$ cat src/rtl/steak_drawer.sv
// steak_drawer: rasterises one steak sprite into the VGA pixel-write port, one pixel per clock.
// Optional grill marks on interior pixels are enabled by defining STEAK_GRILL_MARKS_EN.
module steak_drawer #(
    parameter logic [7:0] X_ORIGIN   = 8'd40,
    parameter logic [6:0] Y_ORIGIN   = 7'd30,
    parameter int         WIDTH      = 16,
    parameter int         HEIGHT     = 8,
    parameter int         FAT_BORDER = 1,
    parameter logic [8:0] BG_COLOUR  = 9'b000000000
) (
    input  logic       clock,
    input  logic       reset,
    input  logic [8:0] steakMuscle,
    input  logic [8:0] steakFat,
    input  logic       writeEN,
    output logic [7:0] x,
    output logic [6:0] y,
    output logic [8:0] colour,
    output logic       plot,
    output logic       busy,
    output logic       done
);

    typedef enum logic [1:0] {IDLE, LATCH, DRAW, DONE} state_t;

    localparam logic [5:0] COL_LAST   = 6'(WIDTH - 1);
    localparam logic [5:0] ROW_LAST   = 6'(HEIGHT - 1);
    localparam logic [5:0] FAT_LO     = 6'(FAT_BORDER);
    localparam logic [5:0] COL_FAT_HI = 6'(WIDTH - FAT_BORDER);
    localparam logic [5:0] ROW_FAT_HI = 6'(HEIGHT - FAT_BORDER);

    state_t     state_q, state_d;
    logic [8:0] lastMuscle_q, lastMuscle_d;
    logic [8:0] lastFat_q, lastFat_d;
    logic       lastValid_q, lastValid_d;
    logic [8:0] latMuscle_q, latMuscle_d;
    logic [8:0] latFat_q, latFat_d;
    logic [5:0] col_q, col_d;
    logic [5:0] row_q, row_d;
    logic [7:0] x_q, x_d;
    logic [6:0] y_q, y_d;
    logic [8:0] colour_q, colour_d;
    logic       plot_q, plot_d;
    logic       busy_q, busy_d;
    logic       done_q, done_d;

    logic       emit;
    logic [5:0] pixCol;
    logic [5:0] pixRow;
    logic       isFat;
    logic [8:0] pixColour;

    // The pair is captured on entry to LATCH, so anything that changes afterwards is ignored.
    always_ff @(posedge clock) begin
        if (reset) begin
            state_q      <= IDLE;
            lastMuscle_q <= '0;
            lastFat_q    <= '0;
            lastValid_q  <= 1'b0;
            latMuscle_q  <= '0;
            latFat_q     <= '0;
            col_q        <= '0;
            row_q        <= '0;
            x_q          <= '0;
            y_q          <= '0;
            colour_q     <= '0;
            plot_q       <= 1'b0;
            busy_q       <= 1'b0;
            done_q       <= 1'b0;
        end else begin
            state_q      <= state_d;
            lastMuscle_q <= lastMuscle_d;
            lastFat_q    <= lastFat_d;
            lastValid_q  <= lastValid_d;
            latMuscle_q  <= latMuscle_d;
            latFat_q     <= latFat_d;
            col_q        <= col_d;
            row_q        <= row_d;
            x_q          <= x_d;
            y_q          <= y_d;
            colour_q     <= colour_d;
            plot_q       <= plot_d;
            busy_q       <= busy_d;
            done_q       <= done_d;
        end
    end

    // Outputs are computed for the pixel the counters will hold next cycle, keeping them registered.
    always_comb begin
        state_d      = state_q;
        lastMuscle_d = lastMuscle_q;
        lastFat_d    = lastFat_q;
        lastValid_d  = lastValid_q;
        latMuscle_d  = latMuscle_q;
        latFat_d     = latFat_q;
        col_d        = col_q;
        row_d        = row_q;
        busy_d       = 1'b0;
        done_d       = 1'b0;
        emit         = 1'b0;
        pixCol       = col_q;
        pixRow       = row_q;

        case (state_q)
            IDLE: begin
                if (writeEN && (!lastValid_q || steakMuscle != lastMuscle_q ||
                                steakFat != lastFat_q)) begin
                    state_d      = LATCH;
                    lastMuscle_d = steakMuscle;
                    lastFat_d    = steakFat;
                    lastValid_d  = 1'b1;
                    latMuscle_d  = steakMuscle;
                    latFat_d     = steakFat;
                    busy_d       = 1'b1;
                end
            end
            LATCH: begin
                state_d = DRAW;
                col_d   = '0;
                row_d   = '0;
                pixCol  = '0;
                pixRow  = '0;
                emit    = 1'b1;
                busy_d  = 1'b1;
            end
            DRAW: begin
                busy_d = 1'b1;
                if (col_q == COL_LAST && row_q == ROW_LAST) begin
                    state_d = DONE;
                    done_d  = 1'b1;
                end else begin
                    if (col_q == COL_LAST) begin
                        col_d = '0;
                        row_d = row_q + 6'd1;
                    end else begin
                        col_d = col_q + 6'd1;
                    end
                    pixCol = col_d;
                    pixRow = row_d;
                    emit   = 1'b1;
                end
            end
            DONE: begin
                state_d = IDLE;
            end
            default: begin
                state_d = IDLE;
            end
        endcase

        x_d      = '0;
        y_d      = '0;
        colour_d = '0;
        plot_d   = emit;
        if (emit) begin
            x_d      = X_ORIGIN + {2'b00, pixCol};
            y_d      = Y_ORIGIN + {1'b0, pixRow};
            colour_d = pixColour;
        end
    end

`ifdef STEAK_GRILL_MARKS_EN
    logic [1:0] grillSum;
    assign grillSum = pixCol[1:0] + pixRow[1:0];
`endif

    // An all-zero latched pair means the steak is gone, so the sprite area is erased.
    always_comb begin
        isFat = (pixCol < FAT_LO) || (pixCol >= COL_FAT_HI) ||
                (pixRow < FAT_LO) || (pixRow >= ROW_FAT_HI);
        pixColour = latMuscle_q;
        if (latMuscle_q == '0 && latFat_q == '0) begin
            pixColour = BG_COLOUR;
        end else if (isFat) begin
            pixColour = latFat_q;
`ifdef STEAK_GRILL_MARKS_EN
        end else if (grillSum == 2'd0) begin
            pixColour = '0;
`endif
        end
    end

    assign x      = x_q;
    assign y      = y_q;
    assign colour = colour_q;
    assign plot   = plot_q;
    assign busy   = busy_q;
    assign done   = done_q;

endmodule

$ cat config.mk
export PLATFORM = sky130hd
export DESIGN_NAME = steak_drawer
export DESIGN_NICKNAME = d
export VERILOG_FILES = /design/src/rtl/steak_drawer.sv
export SDC_FILE = /design/constraint.sdc
export NUM_CORES = 1
export LEC_CHECK = 0
export ABC_CLOCK_PERIOD_IN_PS = 2600
export CAP_MARGIN = 0
export CORE_ASPECT_RATIO = 1.2
export CORE_UTILIZATION = 40
export DETAILED_ROUTE_END_ITERATION = 6
export PLACE_DENSITY = 0.75
export SLEW_MARGIN = 25
export SYNTH_ARGS = -nofsm -noshare
export SYNTH_HDL_FRONTEND = slang
export SYNTH_SLANG_ARGS = --single-unit
export TNS_END_PERCENT = 20
$ cat constraint.sdc
create_clock -name clock -period 2.6 [get_ports clock]
set_input_delay 0.78 -clock clock [delete_from_list [all_inputs] [get_ports clock]]
set_output_delay 0.78 -clock clock [all_outputs]
set_load 0.01 [all_outputs]
==> results.cfg <==
[routing]
avgRoutedWirePerCell_um = 14.5
firstDrtPassIters = 4
vias = 2522
drt-vias-per-instance = 5.23
ant_nets = 0
drcViolationCount = 0
dr.first_iter.drc_count = 169
totalWireLength_um = 6980

[power]
p_per_area_mw_per_mm2 = 715
leakage_nw = 1.67
p_total_mw = 2.76
peakVddDrop_mv = 0.545

[placed_design]
hpwl_um = 4840
gp_congestion = 0.888
port_buffers = 46

[synth]
syn_area_per_cell_um2 = 9.08
synth_seq_area_share_pct = 43.4
synth-xor-area-share_pct = 6.76
synth_seq_cells = 59
synth_top_family_by_area = simple AND/OR/NAND/NOR gates
synth_edf_count = 0
synth.area.mux_share_pct = 11.0
synth_warnings = 0
synth_nets = 330
synth_cell_type_count = 45
netlist_area_mm2 = 0.00272
async_reset_ff_share_pct = 0
yosys.area_share.simple_pct = 23.3
synth_fa_ha_area_share_pct = 4.14
syn_inst = 300
ys.flop_type = dfxtp_1
synth-compound-area-share_pct = 8.00

[clocking]
clock_sink_count = 59
cts_hold_buffers = 0
cts_buffer_depth = 2
ctsHtreeMaxLevel = 3
root_buffer = clkbuf_8
clk_latency_ns = 0.34
path_clk_slew_ns = 0.07
cts_buffers = 9
cts_tree = yes

[timing]
whs_ns = 0.486
fmax_ghz = 0.382
finalSetupTns_ns = -0.0470
hold_viol = 0
fin_ws_ns = -0.0199
worst_pin_slew_ns = 0.704
clock_skew_ns = 0.00853
min_period_ns = 2.62
drv_slew = 0
setup_violations = 4
period_share_pct = 101
rsz0062_at_grt = yes
slew_headroom_pct = 52.9

[floorplan]
core_area_mm2 = 0.00649
io_pins = 48
start_util_pct = 42.0
row_count = 32
die-height_um = 92.4
die_area_mm2 = 0.00714
die_w_um = 77.3

[global_route]
grt_overflow_total = 0
track_usage_pct = 20.7
grt_max_degree = 37
grt_pass1_vias = 2439
antenna_found_initial = 0
grt_pass1_wl_um = 11200

[final_layout]
finalNetCount = 423
fillers = 588
layout_common_cells = dfxtp_1 (57), buf_4 (49), clkdlybuf4s50_1 (46)
post-route-util_pct = 59.6
n_antenna_cell = 0
syn2layout_area_growth_pct = 41.9
final_common_cell = dfxtp_1
final_layout_size_suffix_gt1_share_pct = 20.2

[flow_run]
drv_cap = 0

[worst_setup_path]
critical_path_peak_fanout = 5
required_ns = 2.87
setup.worst_path.start_class = flip-flop
cp-end-kind = flip-flop
worstSetupPathType = flip-flop to flip-flop
rrSetupSlack_ns = -0.02
worstPathArrival_ns = 2.89

[status]
violations = setup timing
outcome = finished, violations left

[min_path]
hp-class = flip-flop to flip-flop
-- worst paths after layout --
path          startpoint          end  depth (start not counted)
min          lastValid_q  lastValid_q                          2
min reg2reg  lastValid_q  lastValid_q                          2
max reg2reg     col_q[0]    colour[6]                          8
max             col_q[0]    colour[6]                          8
-- cell usage after synthesis, types with 4 or more instances --
master | n | area [um^2]
nand2_1 | 35 | 131
ha_1 | 9 | 113
xor2_1 | 14 | 123
dfxtp_1 | 59 | 1180
nand4_1 | 5 | 31.3
nand3_1 | 10 | 50.1
mux2i_1 | 30 | 300
nor4_1 | 8 | 50.1
a21oi_1 | 4 | 20.0
nor3_1 | 7 | 35.0
clkbuf_1 | 11 | 41.3
xnor2_1 | 7 | 61.3
nor2_1 | 45 | 169
inv_1 | 4 | 15.0
-- kinds of logic after synthesis --
logic type / after synthesis
other: 1
buffers and inverters: 20
flip-flops: 59
AO/OA/AOI/OAI: 29
XOR/XNOR: 21
adder cells (fa/ha/maj): 9
AND/OR/NAND/NOR: 131
multiplexers: 30
-- report_power, final --
group | switching, mW | internal [mW] | total, mW | leakage [nW]
registers | 0.0843 | 1.02 | 1.10 | 0.481
logic | 0.442 | 0.450 | 0.892 | 1.10
clock network | 0.348 | 0.419 | 0.767 | 0.0888
-- what timing repair did --
action	in CTS	in global routing
endpoints found under the hold margin	0	0
buffers inserted	1	2
setup endpoints to repair	10	26
resized for setup	6	7
pin swaps	5	7
cloned	1	0
-- worst max-delay path: stages, from the launching register on --
cell,delay [ns]
dfxtp_4,0.36
ha_4,0.15
nand4b_4,0.10
or4b_4,0.58
o211a_4,0.26
or3_1,0.39
mux2i_2,0.25
or4_4,0.26
mux2i_1,0.21
-- per-stage QoR --
stage	setup WS [ns]	cell area, um^2	cells
CTS	0.000529	3810	480
global placement	-0.142	3590	463
detailed placement	-0.183	3590	463
floorplan	0.000450	2740	300
global route	-0.0680	3860	482
finish	-0.0199	3860	482
-- layer usage --
layer / part of all wire (%) / up-vias / track usage [%]
met5: 0 / - / 0
met4: 4.4 / 0 / 11.5
met3: 4.6 / 26 / 6.31
met2: 50 / 83 / 35.8
met1: 41 / 1173 / 22.4
li1: - / 1240 / -
-- state kept, by name (all words and copies together), names as in the netlist, 2 cells and up --
signal	count
col_q	6
y	7
latFat_q	9
x	7
colour	9
state_q	2
row_q	6
latMuscle_q	9
-- area by class of cell --
cell class	instances	area (um^2)	area share, %
multi-input combinational	222	1530	39.7
sequential	59	1190	30.8
timing repair buffer	95	828	21.4
clock buffer	14	173	4.47
tap	85	106	2.75
inverter	6	26.3	0.680
clock inverter	1	7.51	0.194
Power figures use the tool's default switching activity.
